File: config.mk
export PLATFORM = sky130hd
export DESIGN_NAME = cdc_src_pacer
export DESIGN_NICKNAME = d
export VERILOG_FILES = /design/src/rtl/cdc_src_pacer.sv
export SDC_FILE = /design/constraint.sdc
export NUM_CORES = 1
export LEC_CHECK = 0
export CAP_MARGIN = 10
export CORE_UTILIZATION = 55
export CTS_CLUSTER_SIZE = 8
export DETAILED_ROUTE_END_ITERATION = 8
export PLACE_DENSITY = 0.78
export SYNTH_ARGS = -nofsm -noshare
export SYNTH_HDL_FRONTEND = slang
export SYNTH_SLANG_ARGS = --single-unit
File: constraint.sdc
create_clock -name clk -period 3.03 [get_ports clk]
set_input_delay 0.606 -clock clk [delete_from_list [all_inputs] [get_ports clk]]
set_output_delay 0.606 -clock clk [all_outputs]
set_load 0.01 [all_outputs]
File: src/rtl/cdc_src_pacer.sv
// cdc_src_pacer: queues bursty single-cycle source events in a small FIFO and
// releases them one at a time as out_pulse/out_data. Each release is followed by
// a programmable idle gap, so the downstream pulse/data CDC handshake can finish
// before the next word arrives. Single clock domain (CDC source clock).
//
// Ports:
//   clk          block clock (CDC source clock)
//   reset_i      synchronous, active-high reset
//   clear_error  clears the sticky overflow flag
//   gap_cycles   idle cycles inserted after each out_pulse (captured at pop)
//   in_valid     event strobe, one event per high cycle
//   in_data      event payload, sampled with in_valid
//   out_pulse    single-cycle release strobe
//   out_data     released payload, held until the next out_pulse
//   fifo_count   entries currently queued (0..DEPTH)
//   overflow     sticky: an event was dropped because the FIFO was full
//   idle         no release in progress and nothing queued
module cdc_src_pacer #(
    parameter int unsigned pDATA_WIDTH = 8,
    parameter int unsigned pDEPTH_BITS = 3,
    parameter int unsigned pGAP_WIDTH  = 8
) (
    input  logic                   clk,
    input  logic                   reset_i,
    input  logic                   clear_error,
    input  logic [pGAP_WIDTH-1:0]  gap_cycles,
    input  logic                   in_valid,
    input  logic [pDATA_WIDTH-1:0] in_data,
    output logic                   out_pulse,
    output logic [pDATA_WIDTH-1:0] out_data,
    output logic [pDEPTH_BITS:0]   fifo_count,
    output logic                   overflow,
    output logic                   idle
);

    localparam int unsigned DEPTH   = 2 ** pDEPTH_BITS;
    localparam int unsigned PTR_W   = pDEPTH_BITS;
    localparam int unsigned COUNT_W = pDEPTH_BITS + 1;
    localparam int unsigned GAP_W   = pGAP_WIDTH;

    typedef enum logic [1:0] {
        ST_IDLE  = 2'd0,
        ST_PULSE = 2'd1,
        ST_GAP   = 2'd2
    } state_t;

    state_t                 state;
    logic [GAP_W-1:0]       gap_cnt;
    logic [PTR_W-1:0]       wr_ptr;
    logic [PTR_W-1:0]       rd_ptr;
    logic [pDATA_WIDTH-1:0] mem [DEPTH];

    logic                   full_c;
    logic                   pop_c;
    logic                   push_c;
    logic                   drop_c;
    logic [COUNT_W-1:0]     count_nxt_c;

    // Pop only from IDLE; a full FIFO still accepts an event when a pop frees a slot.
    assign full_c = (fifo_count == COUNT_W'(DEPTH));
    assign pop_c  = (state == ST_IDLE) && (fifo_count != '0);
    assign push_c = in_valid && (!full_c || pop_c);
    assign drop_c = in_valid && full_c && !pop_c;

    // Occupancy after this cycle's push/pop; also feeds the registered idle flag.
    always_comb begin
        count_nxt_c = fifo_count;
        case ({push_c, pop_c})
            2'b10:   count_nxt_c = fifo_count + COUNT_W'(1);
            2'b01:   count_nxt_c = fifo_count - COUNT_W'(1);
            default: count_nxt_c = fifo_count;
        endcase
    end

    // Payload storage; no reset needed since the pointers define validity.
    always_ff @(posedge clk) begin
        if (push_c) begin
            mem[wr_ptr] <= in_data;
        end
    end

    // FIFO pointers, occupancy, sticky overflow and the release FSM.
    always_ff @(posedge clk) begin
        if (reset_i) begin
            state      <= ST_IDLE;
            gap_cnt    <= '0;
            wr_ptr     <= '0;
            rd_ptr     <= '0;
            fifo_count <= '0;
            overflow   <= 1'b0;
            out_pulse  <= 1'b0;
            out_data   <= '0;
            idle       <= 1'b1;
        end else begin
            fifo_count <= count_nxt_c;
            if (push_c) begin
                wr_ptr <= wr_ptr + PTR_W'(1);
            end
            if (pop_c) begin
                rd_ptr <= rd_ptr + PTR_W'(1);
            end

            // A drop coinciding with clear_error keeps the flag set.
            if (drop_c) begin
                overflow <= 1'b1;
            end else if (clear_error) begin
                overflow <= 1'b0;
            end

            out_pulse <= 1'b0;
            idle      <= 1'b0;
            case (state)
                ST_IDLE: begin
                    if (pop_c) begin
                        out_data  <= mem[rd_ptr];
                        out_pulse <= 1'b1;
                        gap_cnt   <= gap_cycles;
                        state     <= ST_PULSE;
                    end else begin
                        idle <= (count_nxt_c == '0);
                    end
                end
                ST_PULSE: begin
                    if (gap_cnt == '0) begin
                        state <= ST_IDLE;
                        idle  <= (count_nxt_c == '0);
                    end else begin
                        state <= ST_GAP;
                    end
                end
                ST_GAP: begin
                    gap_cnt <= gap_cnt - GAP_W'(1);
                    if (gap_cnt <= GAP_W'(1)) begin
                        state <= ST_IDLE;
                        idle  <= (count_nxt_c == '0);
                    end
                end
                default: begin
                    state <= ST_IDLE;
                end
            endcase
        end
    end

endmodule

### Word level (Yosys, flattened, before mapping)

Memories as Yosys holds them, arrays and structs flattened. A register that Yosys moved wholly into a read port is not among the register bits.
Index checks and enable logic that the tools add are counted.

* register bits after elaboration: 23
* memory bits (writable): 64
* bits of input ports: 20
* output and inout port bits: 15
* word-level logic and storage cells: 56
* memories kept: 1

* add/subtract/negate cells: 5
* order comparisons: 1
* equality and inequality tests: 7
* mux-type cells: 16
* bitwise gates (word level): 1
* reduce and logical (&&, ||, !) cells: 17

Memories
* mem: depth 8, bits a word 8, rd ports 1, clocked after memory_dff 1, wr ports 1, line 51 `logic [pDATA_WIDTH-1:0] mem [DEPTH];`

Operators by type and width (number)
* $pmux 8 s2: 1
* $le 8x1->1 const B: 1
* $logic_not 8->1: 1
* $mux 1: 8
* $mux 8: 1
* $pmux 4 s2: 1
* $sub 8x1->8 const B: 1
* $add 3x1->3 const B: 2
* $mux 2: 3
* $pmux 2 s3: 1
* $reduce_and 2->1: 3
* $add 4x1->4 const B: 1
* $eq 2x1->1 const B: 2
* $eq 2x2->1 const B: 2
* $eq 4x4->1 const B: 1
* $logic_and 1x1->1: 4
* $logic_not 4->1: 1
* $ne 2x2->1 const B: 2
* $reduce_bool 2->1: 2
* $reduce_bool 4->1: 1
* $sub 4x1->4 const B: 1
* $pmux 1 s3: 1
* $logic_not 1->1: 2
* $logic_not 2->1: 1
* 3 further kinds: 3

### Logic depth before layout (Yosys ltp)

Gate-level depths: netlist (run 1).

* depth after elaboration: 9
* depth in mapped cells: 12
* gate-level depth less buffers: 11

### Least setup slack after synthesis (run 1)

Ideal clock, no wire load.

* path type: input port to flip-flop
* start: input port in_valid
* end: memory mem[0][0], enable pin
* data arrival time: 2034 ps
* slack: 613 ps
* stages on the path: 5
* path through: clkbuf_1 -> inv_1 -> a21oi_1 -> nand2b_1 -> nor3_1

* longest elaborated chain between the ends: 3

Ends and longest elaborated chain
* start, declared: line 27 `input logic in_valid,`
* $logic_and 1x1->1: line 62 `assign push_c = in_valid && (!full_c || pop_c);`
* $mux 1: line 77 `if (push_c) begin`
* $mux 1 (not written as such): line 78 `mem[wr_ptr] <= in_data;`
* end, declared: line 51

Every way passes these cells.

### Worst setup path after layout (run 1)

* start: register fifo_count[1]
* end: register idle

* longest elaborated chain between the ends: 9

Ends and longest elaborated chain
* start, declared: line 31 `output logic [pDEPTH_BITS:0] fifo_count,`
* start signal, assigned: line 95 `fifo_count <= count_nxt_c;`
* $eq 4x4->1 or $reduce_bool 4->1 (tied branches): line 60, 61
* $logic_not 1->1 or $logic_and 1x1->1 (tied branches): line 62, 61
* $logic_or 1x1->1: line 62
* $logic_and 1x1->1: line 62
* $eq 2x1->1 or $eq 2x2->1 (tied branches): line 68 `case ({push_c, pop_c})`
* $pmux 4 s2: line 68
* $logic_not 4->1: line 120, 126, 135
* $mux 1, on equally long branches: line 133, 114, 124
* $pmux 1 s3 *: line 112 `case (state)`
* end signal, assigned: line 120 `idle <= (count_nxt_c == '0);`
* end signal, assigned: line 126 `idle <= (count_nxt_c == '0);`
* end signal, assigned: line 135 `idle <= (count_nxt_c == '0);`
* end, declared: line 33 `output logic idle`

Mark *: on every way between the ends. The rest lies on a longest branch, timed or not.
A chain may end at the register's enable or synchronous reset.

==> results.cfg, run 1 <==
[critical_path]
crit_start = fifo_count[1]
critical_path_class = reg -> reg
path_delay_family = simple AND/OR/NAND/NOR gates
path_depth = 9
cpPeakStageDelay_ps = 480
critPathCapture = idle
critical-path-slowest-cell = nor4_2
worstPathMaxFanout = 13
cp-end-kind = register
startpoint_type = register
ff2ff_setup_slack_ps = 630
worstPathBufferInverterCount = 0
reg2regPathDepth = 9
worstReg2RegEnd = idle
reg2reg_from = fifo_count[1]
critPathRequiredTime_ps = 3310
crit_path_cell_trace = nor4_2 > nor3_1 > a21o_1 > ha_1 > nand2_1 > nor3_1 > nor4_1 > nor3_2 > nor4_2
worstPathArrival_ps = 2680

[yosys]
ys_seq_area_share_pct = 61.3
synth.mux.area_fraction_pct = 11.6
async_flop_share_pct = 0
synth_simple_gate_area_share_pct = 11.1
synth.distinct_cells = 52
synth_xor_area_share_pct = 1.06
syn_area_sq_um = 4150
synthFlopType = edfxtp_1
ys_warn_count = 0
postSynthAreaPerCell_sq_um = 13.6
synth.area.top_cells = edfxtp_1 (46%), dfxtp_1 (15%), mux4_2 (8.7%), nor2_1 (3.0%), ha_1 (2.7%)
synth-compound-area-share_pct = 9.20
synth_nets = 334
synth_seq_cells = 95
synth.most_common_cell = edfxtp_1
synth_fa_ha_area_share_pct = 2.71
synth_top_area_cell = edfxtp_1
synth_top_area_share_pct = 46.3
netlist_instances = 305
synth_edf_count = 64
synthTopCellsByCount = edfxtp_1 (64), nor2_1 (33), dfxtp_1 (31)
synth_top_family_by_area = multiplexers

[cts]
cts_tree = built
cts_resized = 0
ctsHoldBuffers = 0
path_clk_slew_ps = 100
postCtsSetupBuffers = 0
cts_made_buffers = 9
cts_max_level = 3
clock_tree.buffer_depth = 2
clkSinkCount = 95
root_buffer = clkbuf_8
clk_latency_ps = 360

[power]
power_density_nw_per_um2 = 845
clkPwrFrac_pct = 21.3
p_leak_nw = 1.63
p_int_mw = 2.66
peakVddDrop_uv = 433
power_frac_seq_pct = 42.1
switching_share_pct = 34.9
share_comb_of_total_power_pct = 36.6
switchingPower_mw = 1.43

[global_route]
track_usage_pct = 20.1
grt-ovfl-total = 0
grt_max_degree = 21
gr-usage-met2_pct = 33.7
grt_busiest_layer = met2
antenna_found_initial = 0
grtUsageMet3_pct = 5.41
grt_first_pass_wirelength_microns = 11500
grt_pass1_vias = 2407
grtUsageMet1_pct = 25.6

[status]
status = complete, no violations

[floorplanning]
fp-row-count = 31
io_pins = 35
die_area_sq_um = 7900
initial_core_util_pct = 57.2
coreArea_sq_um = 7250
die_x_microns = 88.9
die_h_microns = 88.9

[job]
cap_violations = 0

[sta]
whs_ps = 504
min_period_over_period_pct = 79.2
fin_skew_ps = 9.81
maxSlewHeadroom_pct = 46.0
rsz0062_at_grt = no
setup_violations = 0
fmax_mhz = 417
drv_slew = 0
min_period_ps = 2400
worst_pin_slew_ps = 809
fin_setup_tns_ps = 0
timing.final.hold_violations = 0

[placed_design]
place.port_buffers = 34
dp.cells = 434
dp_hpwl_microns = 5060
place_congestion = 0.824

[cells_and_area]
layout.nets = 375
final_core_util_pct = 66.6
n_fill_cell = 542
antennaDiodeCount = 0
regArea_sq_um = 2540
synthToLayoutAreaGrowth_pct = 16.4
multi_input_area_sq_um = 1480
instances_no_fill = 450
drive_above_1_share_pct = 16.2

[route]
wire_per_inst_microns = 16.1
routed_via_density = 5.65
first_pass_iters = 4
drc = 0
via_count = 2544
drt_iter0_markers = 109
antenna_left = 0
wl_microns = 7240

[hold_path]
hold_class = reg -> reg
==> per-layer routing <==
metal | vias up | share of wire [%]
li1 | 1241 | -
met1 | 1240 | 45
met2 | 57 | 51
met3 | 6 | 3.9
met4 | 0 | 0.84
met5 | - | 0
==> power groups by stage <==
stage / clock network [mW] / logic [mW] / registers [mW]
final: 0.871 / 1.49 / 1.72
after floorplan: 0 / 1.18 / 1.70
after detailed placement: 0 / 1.49 / 1.75
after CTS: 0.896 / 1.49 / 1.72
after global placement: 0 / 1.45 / 1.74
after global routing: 0.942 / 1.65 / 1.74
==> state kept, by name (all words and copies together) (netlist names) <==
name and flops:
fifo_count 4, gap_cnt 8, idle 1, mem 64
out_data 8, out_pulse 1, overflow 1, rd_ptr 3
state 2, wr_ptr 3
==> area by class of cell <==
class	count	area share [%]
sequential	95	52.6
multi-input combinational	185	30.7
timing repair buffer	48	9.22
clock buffer	9	2.56
tap	99	2.56
clock inverter	7	1.79
inverter	7	0.544
==> stage by stage <==
stage | total power, mW | instance area, sq um | worst slack [ps]
4_1_cts | 4.11 | 4830 | 635
3_5_place_dp | 3.24 | 4620 | 358
2_1_floorplan | 2.88 | 4150 | 613
6_report | 4.08 | 4830 | 631
5_1_grt | 4.34 | 4830 | 400
3_3_place_gp | 3.19 | 4620 | 442
==> worst min-delay path, cell delays in order (launching register included) <==
cell      delay [ps]
dfxtp_1          320
nor2_1            90
a211oi_1          50
==> worst min path at each step <==
| stage | depth (start not counted) | slack [ps] | endpoint | startpoint |
|---|---|---|---|---|
| 6_report | 2 | 500 | out_data[0] | out_data[0] |
| 5_1_grt | 2 | 530 | out_data[6] | out_data[6] |
| 4_1_cts | 2 | 510 | out_data[6] | out_data[6] |
| 3_5_place_dp | 2 | 490 | out_data[6] | out_data[6] |
| 3_3_place_gp | 2 | 480 | overflow | overflow |
| 2_1_floorplan | 2 | 470 | gap_cnt[3] | gap_cnt[3] |
==> layout by cell type, fill, tap and decap left out, drive strengths merged, types with 9 or more instances in the layout <==
| master | Yosys | routed |
|---|---|---|
| a21oi | 17 | 17 |
| ha | 9 | 9 |
| nand2 | 11 | 11 |
| clkdlybuf4s50 | 0 | 34 |
| a211oi | 10 | 10 |
| clkbuf | 8 | 9 |
| nor2b | 9 | 9 |
| mux2i | 11 | 11 |
| nor2 | 34 | 34 |
| mux4 | 16 | 16 |
| inv | 7 | 11 |
| edfxtp | 64 | 64 |
| buf | 10 | 14 |
| dfxtp | 31 | 31 |
==> logic make-up after synthesis <==
family,count (synthesis)
compound gates,57
xor+xnor,5
fa+ha+maj,9
buf+inv,25
flops,95
mux,27
simple gates,87
No activity file was read; power rests on OpenSTA's default activity.
==> run 2, diff against run 1 <==
Clock period 3.03 ns to 2.35 ns, I/O delays scaled along.
==> results.cfg, run 2 (synthesis results as in run 1) <==
[sta]
maxSlewHeadroom_pct = 59.1
fin_skew_ps = 10.9
drv_slew = 0
fmax_mhz = 468
whs_ps = 494
min_period_ps = 2140
min_period_over_period_pct = 91.0
setup_violations = 0
rsz0062_at_grt = no
timing.final.hold_violations = 0
fin_ws_ps = 211
worst_pin_slew_ps = 613
fin_setup_tns_ps = 0

[power]
p_leak_nw = 1.72
peakVddDrop_uv = 455
power_density_nw_per_um2 = 1080

[route]
drc = 0
drt_iter0_markers = 112
routed_via_density = 5.69
wire_per_inst_microns = 16.5
first_pass_iters = 4
antenna_left = 0
via_count = 2633
wl_microns = 7650

[cells_and_area]
layout_common_cells = edfxtp_1 (64), clkdlybuf4s50_1 (34), nor2_1 (33)
largest_reg_flops = 64
n_fill_cell = 533
antennaDiodeCount = 0
final_common_cell = edfxtp_1
top_register = mem
top_regs = mem (64), gap_cnt (8), out_data (8)
drive_above_1_share_pct = 20.1
layout.nets = 388
final_core_util_pct = 68.4
synthToLayoutAreaGrowth_pct = 19.6

[critical_path]
worstReg2RegEnd = idle
reg2reg_from = state[1]
worstPathArrival_ps = 2410
ff2ff_setup_slack_ps = 210
critPathRequiredTime_ps = 2630
worstPathMaxFanout = 3
reg2regPathDepth = 11
startpoint_type = register
cp-end-kind = register
critical_path_class = reg -> reg

[floorplanning]
die_h_microns = 88.9
coreArea_sq_um = 7250
initial_core_util_pct = 57.2
io_pins = 35
die_area_sq_um = 7900
fp-row-count = 31
die_x_microns = 88.9

[cts]
clk_latency_ps = 370
cts_max_level = 3
postCtsSetupBuffers = 0
path_clk_slew_ps = 90
cts_made_buffers = 9
clkSinkCount = 95
clock_tree.buffer_depth = 2
root_buffer = clkbuf_8
cts_tree = built

[hold_path]
hold_class = reg -> reg
min_from = overflow
hold_path_end = overflow
worstHoldPathCells = 2

[placed_design]
place_congestion = 0.828
place_ws_ps = -139
place.port_buffers = 34
dp_hpwl_microns = 5360

[global_route]
grt_pass1_vias = 2461
grt-ovfl-total = 0
antenna_found_initial = 0
track_usage_pct = 21.2
grt_first_pass_wirelength_microns = 12000
grt_max_degree = 25

[job]
cap_violations = 0

[status]
status = complete, no violations
-- run 2: where the power goes --
group | total [mW] | internal [mW] | switching (mW)
sequential | 2.15 | 1.99 | 0.163
combinational | 2.05 | 0.965 | 1.09
clock | 1.17 | 0.529 | 0.638
total | 5.37 | 3.48 | 1.89
-- run 2: worst max-delay path by stage --
stage,startpoint,end,depth (start not counted)
final,state[1],idle,11
after global routing,state[1],idle,11
after CTS,state[0],idle,11
after detailed placement,in_valid,idle,10
after global placement,in_valid,idle,10
after floorplan,state[0],idle,12
-- run 2: per-stage QoR --
| step | cells | area, sq um | power, mW |
|---|---|---|---|
| 3_5_place_dp | 447 | 4740 | 4.23 |
| 2_1_floorplan | 305 | 4160 | 3.71 |
| 4_1_cts | 463 | 4960 | 5.40 |
| 6_report | 463 | 4960 | 5.37 |
| 3_3_place_gp | 447 | 4740 | 4.17 |
| 5_1_grt | 463 | 4960 | 5.70 |
-- run 2: cell type report --
type | count | area [sq um] | share of cell area [%]
clock buffer | 9 | 124 | 2.50
clock inverter | 7 | 97.6 | 1.97
inverter | 7 | 26.3 | 0.530
multi-input combinational | 185 | 1490 | 30.1
sequential | 95 | 2540 | 51.3
tap | 99 | 124 | 2.50
timing repair buffer | 61 | 556 | 11.2
-- run 2: repair_timing --
item,CTS,global route
gates resized for setup,0,1
hold buffers,0,0
endpoints found under the setup margin,0,1
-- run 2: layer usage --
metal	global-route usage (%)	up-vias	part of all wire, %
li1	-	1267	-
met1	27.0	1285	43
met2	35.4	61	50
met3	3.45	20	3.3
met4	10.9	0	3.0
met5	0	-	0
-- run 2: critical path, stage by stage (launching register included) --
cell      delay (ps)
dfxtp_1          360
inv_1             90
ha_1             220
nand2b_1         120
nor3_1            60
a21o_1           160
ha_1             180
nand2_1          130
nor3_1            80
nor4_1           300
nor3_2            90
nor4_2           270
